`src/rtl/elevator_pkg.sv`:
```
`default_nettype none
// ============================================================================
// Module      : elevator_pkg
// Description : Shared types and helpers for the three-floor elevator
//               controller: floor index type, FSM state and travel direction
//               enums, and "calls beyond this floor" helpers used for SCAN.
// Revision    : 1.0 - initial release
// ============================================================================
package elevator_pkg;

    localparam int NUM_FLOORS = 3;

    typedef logic [1:0] floor_t;

    typedef enum logic [1:0] {
        ST_IDLE      = 2'd0,
        ST_MOVE_UP   = 2'd1,
        ST_MOVE_DOWN = 2'd2,
        ST_DOOR      = 2'd3
    } state_t;

    typedef enum logic {
        DIR_UP   = 1'b0,
        DIR_DOWN = 1'b1
    } dir_t;

    // True when any latched call sits strictly above floor f.
    function automatic logic calls_above(input logic [NUM_FLOORS-1:0] p, input floor_t f);
        logic found;
        found = 1'b0;
        for (int i = 0; i < NUM_FLOORS; i++) begin
            if (i > int'(f) && p[i]) found = 1'b1;
        end
        return found;
    endfunction

    // True when any latched call sits strictly below floor f.
    function automatic logic calls_below(input logic [NUM_FLOORS-1:0] p, input floor_t f);
        logic found;
        found = 1'b0;
        for (int i = 0; i < NUM_FLOORS; i++) begin
            if (i < int'(f) && p[i]) found = 1'b1;
        end
        return found;
    endfunction

endpackage
`default_nettype wire

```
`src/rtl/elevator_ctrl_timer.sv`:
```
`default_nettype none
// ============================================================================
// Module      : elev_timer
// Description : Loadable down-counter with zero / last-count flags. Load has
//               priority over decrement. Used for both travel and door timing.
// Revision    : 1.0 - initial release
// ============================================================================
module elev_timer #(
    parameter int WIDTH = 4
) (
    input  logic             clock,
    input  logic             reset,
    input  logic             load,
    input  logic [WIDTH-1:0] load_val,
    input  logic             en,
    output logic             zero,
    output logic             last
);

    localparam logic [WIDTH-1:0] c_ONE = WIDTH'(1);

    logic [WIDTH-1:0] r_count;

    // Count register: load wins, otherwise decrement when enabled.
    always_ff @(posedge clock or posedge reset) begin
        if (reset) begin
            r_count <= '0;
        end else if (load) begin
            r_count <= load_val;
        end else if (en) begin
            r_count <= r_count - c_ONE;
        end
    end

    assign zero = (r_count == '0);
    assign last = (r_count == c_ONE);

endmodule
`default_nettype wire

```
`src/rtl/elevator_ctrl.sv`:
```
`default_nettype none
// ============================================================================
// Module      : elevator_ctrl
// Description : Three-floor elevator controller with SCAN direction choice,
//               latched calls, travel and door timers. Optional emergency
//               stop input is compiled in with `define ELEVATOR_ESTOP_EN.
// Revision    : 1.0 - initial release
// ============================================================================
module elevator_ctrl
    import elevator_pkg::*;
#(
    parameter int DOOR_CYCLES   = 4,
    parameter int TRAVEL_CYCLES = 8
) (
    input  logic                  clock,
    input  logic                  reset,
`ifdef ELEVATOR_ESTOP_EN
    input  logic                  estop,
`endif
    input  logic [NUM_FLOORS-1:0] call,
    output logic                  motor_up,
    output logic                  motor_down,
    output logic                  moving,
    output logic                  door_open,
    output floor_t                cur_floor,
    output logic [NUM_FLOORS-1:0] pending
);

    localparam int c_TRAVEL_W = $clog2(TRAVEL_CYCLES + 1);
    localparam int c_DOOR_W   = $clog2(DOOR_CYCLES + 1);
    localparam logic [c_TRAVEL_W-1:0] c_TRAVEL_LOAD = c_TRAVEL_W'(TRAVEL_CYCLES);
    localparam logic [c_DOOR_W-1:0]   c_DOOR_LOAD   = c_DOOR_W'(DOOR_CYCLES);

    state_t                r_state;
    dir_t                  r_dir;
    floor_t                r_floor;
    logic [NUM_FLOORS-1:0] r_pending;
    logic                  r_motor_up, r_motor_down, r_moving, r_door_open;

    logic                  w_run;
    logic                  w_is_move;
    floor_t                w_next_floor;
    logic                  w_idle_serve, w_idle_start, w_start_up;
    logic                  w_arrive, w_arrive_stop, w_arrive_cont;
    logic                  w_door_reload, w_door_done;
    logic                  w_travel_load, w_travel_en, w_travel_zero, w_travel_last;
    logic                  w_door_load, w_door_en, w_door_zero, w_door_last;
    logic [NUM_FLOORS-1:0] w_call_eff, w_clear, w_pending_next;

`ifdef ELEVATOR_ESTOP_EN
    assign w_run = ~estop;
`else
    assign w_run = 1'b1;
`endif

    // Decision terms shared by the FSM, the timers and the call latch.
    always_comb begin
        w_is_move     = (r_state == ST_MOVE_UP) || (r_state == ST_MOVE_DOWN);
        w_next_floor  = (r_state == ST_MOVE_UP) ? (r_floor + 2'd1) : (r_floor - 2'd1);

        w_idle_serve  = w_run && (r_state == ST_IDLE) && r_pending[r_floor];
        w_idle_start  = w_run && (r_state == ST_IDLE) && !r_pending[r_floor] && (|r_pending);
        // SCAN: keep heading while work lies ahead, otherwise turn around.
        w_start_up    = (r_dir == DIR_UP) ? calls_above(r_pending, r_floor)
                                          : !calls_below(r_pending, r_floor);

        w_arrive      = w_run && w_is_move && w_travel_last;
        w_arrive_stop = w_arrive && r_pending[w_next_floor];
        w_arrive_cont = w_arrive && !r_pending[w_next_floor] &&
                        ((r_state == ST_MOVE_UP) ? calls_above(r_pending, w_next_floor)
                                                 : calls_below(r_pending, w_next_floor));

        w_door_reload = w_run && (r_state == ST_DOOR) && call[r_floor];
        w_door_done   = w_run && (r_state == ST_DOOR) && w_door_last && !w_door_reload;

        w_travel_load = w_idle_start || w_arrive_cont;
        w_travel_en   = w_run && w_is_move && !w_travel_zero;
        w_door_load   = w_idle_serve || w_arrive_stop || w_door_reload;
        w_door_en     = w_run && (r_state == ST_DOOR) && !w_door_zero;

        // A call at the floor whose door is open is already being served.
        w_call_eff = call;
        if (r_state == ST_DOOR) w_call_eff[r_floor] = 1'b0;

        w_clear = '0;
        if (w_idle_serve)  w_clear[r_floor]      = 1'b1;
        if (w_arrive_stop) w_clear[w_next_floor] = 1'b1;

        w_pending_next = (r_pending | w_call_eff) & ~w_clear;
    end

    elev_timer #(.WIDTH(c_TRAVEL_W)) u_travel_timer (
        .clock    (clock),
        .reset    (reset),
        .load     (w_travel_load),
        .load_val (c_TRAVEL_LOAD),
        .en       (w_travel_en),
        .zero     (w_travel_zero),
        .last     (w_travel_last)
    );

    elev_timer #(.WIDTH(c_DOOR_W)) u_door_timer (
        .clock    (clock),
        .reset    (reset),
        .load     (w_door_load),
        .load_val (c_DOOR_LOAD),
        .en       (w_door_en),
        .zero     (w_door_zero),
        .last     (w_door_last)
    );

    // Controller FSM with registered motor/door outputs and the call latch.
    always_ff @(posedge clock or posedge reset) begin
        if (reset) begin
            r_state      <= ST_IDLE;
            r_dir        <= DIR_UP;
            r_floor      <= '0;
            r_pending    <= '0;
            r_motor_up   <= 1'b0;
            r_motor_down <= 1'b0;
            r_moving     <= 1'b0;
            r_door_open  <= 1'b0;
        end else begin
            r_pending <= w_pending_next;
            if (!w_run) begin
                r_motor_up   <= 1'b0;
                r_motor_down <= 1'b0;
                r_moving     <= 1'b0;
            end else begin
                case (r_state)
                    ST_IDLE: begin
                        if (w_idle_serve) begin
                            r_state     <= ST_DOOR;
                            r_door_open <= 1'b1;
                        end else if (w_idle_start) begin
                            r_dir        <= w_start_up ? DIR_UP : DIR_DOWN;
                            r_state      <= w_start_up ? ST_MOVE_UP : ST_MOVE_DOWN;
                            r_motor_up   <= w_start_up;
                            r_motor_down <= !w_start_up;
                            r_moving     <= 1'b1;
                        end
                    end
                    ST_MOVE_UP, ST_MOVE_DOWN: begin
                        r_motor_up   <= (r_state == ST_MOVE_UP);
                        r_motor_down <= (r_state == ST_MOVE_DOWN);
                        r_moving     <= 1'b1;
                        if (w_arrive) begin
                            r_floor <= w_next_floor;
                            if (w_arrive_stop || !w_arrive_cont) begin
                                r_state      <= w_arrive_stop ? ST_DOOR : ST_IDLE;
                                r_door_open  <= w_arrive_stop;
                                r_motor_up   <= 1'b0;
                                r_motor_down <= 1'b0;
                                r_moving     <= 1'b0;
                            end
                        end
                    end
                    ST_DOOR: begin
                        if (w_door_done) begin
                            r_state     <= ST_IDLE;
                            r_door_open <= 1'b0;
                        end
                    end
                    default: r_state <= ST_IDLE;
                endcase
            end
        end
    end

    assign motor_up   = r_motor_up;
    assign motor_down = r_motor_down;
    assign moving     = r_moving;
    assign door_open  = r_door_open;
    assign cur_floor  = r_floor;
    assign pending    = r_pending;

endmodule
`default_nettype wire
```
`config.mk`:
```
export PLATFORM = sky130hd
export DESIGN_NAME = elevator_ctrl
export DESIGN_NICKNAME = d
export VERILOG_FILES = /design/src/rtl/elevator_pkg.sv /design/src/rtl/elevator_ctrl_timer.sv /design/src/rtl/elevator_ctrl.sv
export SDC_FILE = /design/constraint.sdc
export NUM_CORES = 1
export LEC_CHECK = 0
export ABC_AREA = 0
export BUFFER_PORTS_ARGS = -buffer_cell sky130_fd_sc_hd__buf_2
export CELL_PAD_IN_SITES_DETAIL_PLACEMENT = 1
export CELL_PAD_IN_SITES_GLOBAL_PLACEMENT = 1
export CORE_UTILIZATION = 48
export DETAILED_ROUTE_END_ITERATION = 10
export PLACE_DENSITY = 0.86
export SLEW_MARGIN = 5
export SYNTH_ARGS = -nofsm -noshare
export SYNTH_HDL_FRONTEND = slang
export SYNTH_SLANG_ARGS = --single-unit
```
`constraint.sdc`:
```
create_clock -name clock -period 6.7 [get_ports clock]
set_input_delay 1.34 -clock clock [delete_from_list [all_inputs] [get_ports clock]]
set_output_delay 1.34 -clock clock [all_outputs]
set_load 0.05 [all_outputs]
```
==> impl_metrics.csv, run 1 <==
group,metric,value,unit
detailed_routing,dr.pass1.iters,4,
detailed_routing,drt_wl_total,3190,um
detailed_routing,first_iter_violations,42,
placement,place_hpwl,2413,um
worst_setup_path,path_buf_inv,1,
synthesis,synth.distinct_cells,50,
timing,fmax,0.3713,GHz
global_routing,grt_util_met2,40.10,%
global_routing,grt_pass1_vias,1161,
synthesis,yosysWarnings,0,
floorplan,fp.dieW,55.67,um
finish,fillerInstances,325,
synthesis,synth-seq-cells,19,
placement,portBuffers,13,
worst_setup_path,worstSetupPathType,"register to output pin",
clocking,ctsResizeCount,0,
clocking,clock_path_buffers,2,
floorplan,ios,14,
clocking,insertion_delay,310,ps
finish,area.growth.synth_to_final,7.240,%
worst_setup_path,crit_family,"flip-flops",
global_routing,use_met3,2.558,%
worst_setup_path,arrival,1350,ps
detailed_routing,post-route-drc-count,0,
clocking,cts_tree,"yes",
timing,min_period_over_period,40.20,%
worst_setup_path,path_cells,"buf_2",
synthesis,synthCells,146,
floorplan,start_util,50.57,%
synthesis,synthesis.area,1383,um^2
clocking,cts_setup_buffers,0,
worst_setup_path,path_depth,1,
finish,fin_area,1483,um^2
detailed_routing,ant_nets,0,
timing,setup_viol,0,
worst_setup_path,cp_slowest_stage_delay,680,ps
job,cap_violations,0,
floorplan,die_y,55.67,um
timing,fin_tns_setup,0,ps
worst_setup_path,worst_path_max_delay_cell,"dfrtp_1",
floorplan,core,2734,um^2
finish,nets,178,
placement,routabilityCongestion,0.8119,
synthesis,async_reset_ff_share,100.0,%
synthesis,synth_enable_flop_cells,0,
finish,most-common-layout-cells,"dfrtp_1 (19), ha_1 (14), inv_1 (13), buf_2 (13), nor2_1 (10)",
global_routing,grt_util_all_layers,23.01,%
worst_setup_path,cp_data_required_time,5360,ps
floorplan,fp-row-count,19,
global_routing,grt_most_used_layer,"met2",
placement,placed_cell_area,1456,um^2
detailed_routing,num_vias,1119,
finish,fin_cells,189,
timing,slew_headroom,49.65,%
detailed_routing,drt-vias-per-instance,5.921,
global_routing,grt_use_met1,28.49,%
timing,slew_violations,0,
detailed_routing,wire_per_inst,16.88,um
global_routing,grt_pass1_wl,5520,um
synthesis,yosysSeqAreaShare,34.39,%
timing,hold_viol_final,0,
global_routing,overflow,0,
worst_hold_path,hp-class,"register to register",
clocking,htree_num_levels,1,
clocking,ctsHoldBuffers,0,
global_routing,grt_max_degree,20,
finish,seqCellArea,475.5,um^2
worst_setup_path,reg2reg_depth,7,
synthesis,syn_nets,165,
finish,drive_gt1_share,17.72,%
clocking,cts_made_buffers,3,
clocking,clkSinkCount,19,
clocking,clk_pin_slew,120,ps
synthesis,syn_area_per_cell,9.470,um^2
synthesis,synthFlopType,"dfrtp_1",
timing,clock_skew,6.936,ps
timing,post-route-min-period,2693,ps
finish,final_common_cell,"dfrtp_1",
worst_setup_path,end_kind,"output pin",
worst_setup_path,critical_path.max_fanout,16,
floorplan,die-area,3099,um^2
finish,antenna_cells,0,
timing,rsz0062_at_grt,"false",
timing,whs,516.2,ps
global_routing,antenna_found_initial,0,
finish,multi_input_area,828.3,um^2
timing,worst_slew_pin_slew,754.4,ps
placement,placed_cells,185,
clocking,cts-root-buf,"clkbuf_4",
worst_setup_path,start_kind,"register",
worst_hold_path,holdPathStages,1,
status,status,"completed",
-- worst register-to-register path: stages (launching register included) --
cell	delay [ps]
dfrtp_1	680
inv_1	240
ha_1	480
xor2_1	350
nand3_1	120
a31oi_1	300
or2_2	190
a32o_1	150
-- state kept, by name, summed over array words and instances (netlist names) --
register / flops
r_state: 2
moving: 1
door_open: 1
u_travel_timer.r_count: 4
motor_up: 1
pending: 3
motor_down: 1
u_door_timer.r_count: 3
cur_floor: 2
r_dir: 1
-- logic make-up after synthesis --
kind of cell	after synthesis	share of synthesized area, %
AOI/OAI and AO/OA	42	22.17
xor gates and xnor gates	6	3.801
DFF	19	34.39
and+or+nand+nor	41	16.38
adders and majority gates	14	12.67
muxes	6	4.887
buffers and inverters	18	5.701
-- path summary, 6_finish.rpt --
kind / start / end / slack, ps
max in group asynchronous: reset / pending[0] / 5090
hold reg to reg: motor_up / motor_up / 520
min in group asynchronous: reset / u_travel_timer.r_count[0] / 1140
hold / removal: motor_up / motor_up / 520
setup reg to reg: cur_floor[0] / r_state[1] / 4120
setup / recovery: cur_floor[0] / cur_floor[0] / 4010
-- per-layer routing --
metal / vias up / part of all wire [%]
met4: 0 / 1.7
met1: 550 / 46
met5: - / 0
met3: 5 / 2.3
met2: 16 / 50
li1: 548 / -
-- metrics by stage --
stage	setup slack [ps]	utilization, %
2_1_floorplan	4186	-
3_3_place_gp	4211	53.27
3_5_place_dp	4095	53.27
4_1_cts	4007	54.23
5_1_grt	3943	54.23
6_report	4007	54.23
-- area by class of cell --
cell class / instances / share of cell area, %
multi-input cells: 109 / 55.87
flip-flops and latches: 19 / 32.07
repair buffers: 13 / 4.388
well taps: 31 / 2.616
clock buffers: 4 / 1.772
inverters: 13 / 3.291
-- cells in the mapped netlist (2+ instances only) --
library cell,instances,area [um^2]
dfrtp_1,19,475.5
ha_1,14,175.2
inv_1,13,48.80
nor2_1,10,37.54
nand2_1,8,30.03
o21ai_0,7,35.03
a21oi_1,5,25.02
xnor2_1,5,43.79
a21o_1,4,30.03
a31oi_1,4,25.02
nand3_1,4,20.02
buf_2,3,15.01
mux2i_1,3,30.03
o211ai_1,3,22.52
o22ai_1,3,18.77
a221oi_1,2,17.52
a32o_1,2,20.02
mux2_2,2,22.52
nand2b_1,2,12.51
nand3b_1,2,15.01
nor3_1,2,10.01
Power of run 1 is not shown: default switching activity piles up to over one toggle a cycle in this logic, so the estimate is an artifact.
==> run 2, diff against run 1 <==
--- a/config.mk
+++ b/config.mk
@@ -9,9 +9,9 @@
 export BUFFER_PORTS_ARGS = -buffer_cell sky130_fd_sc_hd__buf_2
 export CELL_PAD_IN_SITES_DETAIL_PLACEMENT = 1
 export CELL_PAD_IN_SITES_GLOBAL_PLACEMENT = 1
-export CORE_UTILIZATION = 48
+export CORE_UTILIZATION = 40
 export DETAILED_ROUTE_END_ITERATION = 10
-export PLACE_DENSITY = 0.86
+export PLACE_DENSITY = 0.77
 export SLEW_MARGIN = 5
 export SYNTH_ARGS = -nofsm -noshare
 export SYNTH_HDL_FRONTEND = slang
==> constraint.sdc (replaced) <==
create_clock -name clock -period 2.2 [get_ports clock]
set_input_delay 0.44 -clock clock [delete_from_list [all_inputs] [get_ports clock]]
set_output_delay 0.44 -clock clock [all_outputs]
set_load 0.05 [all_outputs]
==> run 2 against run 1 <==
- die area increased by 19%
- flip-flop and latch count unchanged
- clock skew down 3.4 ps
- worst hold slack worse by 270 ps
- first-iteration DRC count down 24%
- critical path type is now register to register
- largest cell class unchanged
==> impl_metrics.csv, run 2 (synthesis results as in run 1) <==
group,metric,value,unit
clocking,cts_tree,"yes",
global_routing,grt_util_all_layers,20.98,%
status,status,"completed",
placement,portBuffers,13,
timing,setup_ws,86.85,ps
timing,hold_viol_final,0,
timing,min_period_over_period,96.05,%
clocking,cts_setup_buffers,0,
floorplan,start_util,43.85,%
placement,routabilityCongestion,0.8234,
clocking,insertion_delay,300,ps
floorplan,die-area,3695,um^2
global_routing,overflow,0,
finish,nets,183,
finish,final_core_util,49.40,%
detailed_routing,first_iter_violations,32,
timing,post-route-min-period,2113,ps
floorplan,fp-row-count,20,
clocking,clock_path_buffers,2,
global_routing,grt_pass1_wl,5685,um
global_routing,grt_max_degree,20,
clocking,cts-root-buf,"clkbuf_4",
clocking,clk_pin_slew,110,ps
detailed_routing,drt_wl_total,3310,um
timing,fmax,0.4732,GHz
timing,slew_headroom,50.39,%
worst_setup_path,cp_data_required_time,2400,ps
timing,fin_tns_setup,0,ps
finish,antenna_cells,0,
finish,area.growth.synth_to_final,12.67,%
worst_setup_path,end_kind,"register",
job,cap_violations,0,
detailed_routing,post-route-drc-count,0,
floorplan,ios,14,
worst_setup_path,start_kind,"register",
worst_setup_path,critical_path.max_fanout,5,
clocking,htree_num_levels,1,
timing,worst_slew_pin_slew,743.3,ps
floorplan,core,3153,um^2
timing,slew_violations,0,
global_routing,antenna_found_initial,0,
clocking,cts_made_buffers,3,
finish,regMostFlops,"u_travel_timer.r_count",
timing,clock_skew,3.581,ps
worst_hold_path,hp-class,"input pin to async pin",
detailed_routing,num_vias,1142,
clocking,clkSinkCount,19,
detailed_routing,wire_per_inst,15.99,um
worst_setup_path,arrival,2310,ps
finish,drive_gt1_share,22.70,%
finish,final_common_cell,"dfrtp_1",
floorplan,die_y,60.79,um
detailed_routing,dr.pass1.iters,4,
worst_setup_path,worstSetupPathType,"register to register",
clocking,ctsHoldBuffers,0,
detailed_routing,drt-vias-per-instance,5.517,
placement,pre_cts_slack,92.33,ps
finish,fillerInstances,396,
timing,setup_viol,0,
global_routing,grt_pass1_vias,1200,
timing,rsz0062_at_grt,"false",
floorplan,fp.dieW,60.79,um
finish,largest_reg_flops,4,
finish,most-common-layout-cells,"dfrtp_1 (17), inv_1 (13), ha_1 (13), buf_2 (13), nor2_1 (10)",
detailed_routing,ant_nets,0,
placement,place_hpwl,2567,um
[run 2: repair_timing]
item                                    CTS  global route
endpoints found under the setup margin    0             4
endpoints found under the hold margin     0             0
resized for setup                         0             1
[run 2: final timing paths]
path                             from      endpoint  slack [ps]  cells past startpoint
min in group clock            call[1]    pending[1]         410                      3
hold / removal                  reset        moving         240                      2
hold reg to reg              motor_up      motor_up         520                      1
setup reg to reg           r_state[1]    r_state[0]          90                      7
setup / recovery           r_state[1]    r_state[0]          90                      7
max in group asynchronous       reset  cur_floor[1]        1450                      2
[run 2: worst max-delay path, stage by stage, from the launching register on]
cell     delay (ps)
dfrtp_1         410
inv_1            80
ha_1            250
or4b_4          570
a41oi_2         220
o21ai_2          90
and2_4          160
a32o_1          220
[run 2: routing by layer]
| metal | part of all wire (%) | GRT usage, % |
|---|---|---|
| met2 | 48 | 36.26 |
| met5 | 0 | 0 |
| met4 | 1.4 | 6.818 |
| met3 | 2.4 | 1.919 |
| met1 | 48 | 27.65 |
[run 2: cell type report]
| cell class | instances | area, um^2 | area share, % |
|---|---|---|---|
| multi-input cells | 109 | 847.1 | 54.38 |
| well taps | 44 | 55.05 | 3.534 |
| clock buffers | 4 | 26.28 | 1.687 |
| flip-flops and latches | 19 | 478.0 | 30.68 |
| inverters | 13 | 48.80 | 3.133 |
| repair buffers | 18 | 102.6 | 6.586 |
[run 2: metrics by stage]
step | instance area (um^2) | instances | hold slack [ps]
floorplan | 1404 | 146 | 391.0
global placement | 1525 | 203 | 488.0
detailed placement | 1525 | 203 | 495.8
CTS | 1551 | 207 | 266.6
global route | 1558 | 207 | 298.6
finish | 1558 | 207 | 242.4
Power of run 2 is left out for the same reason.
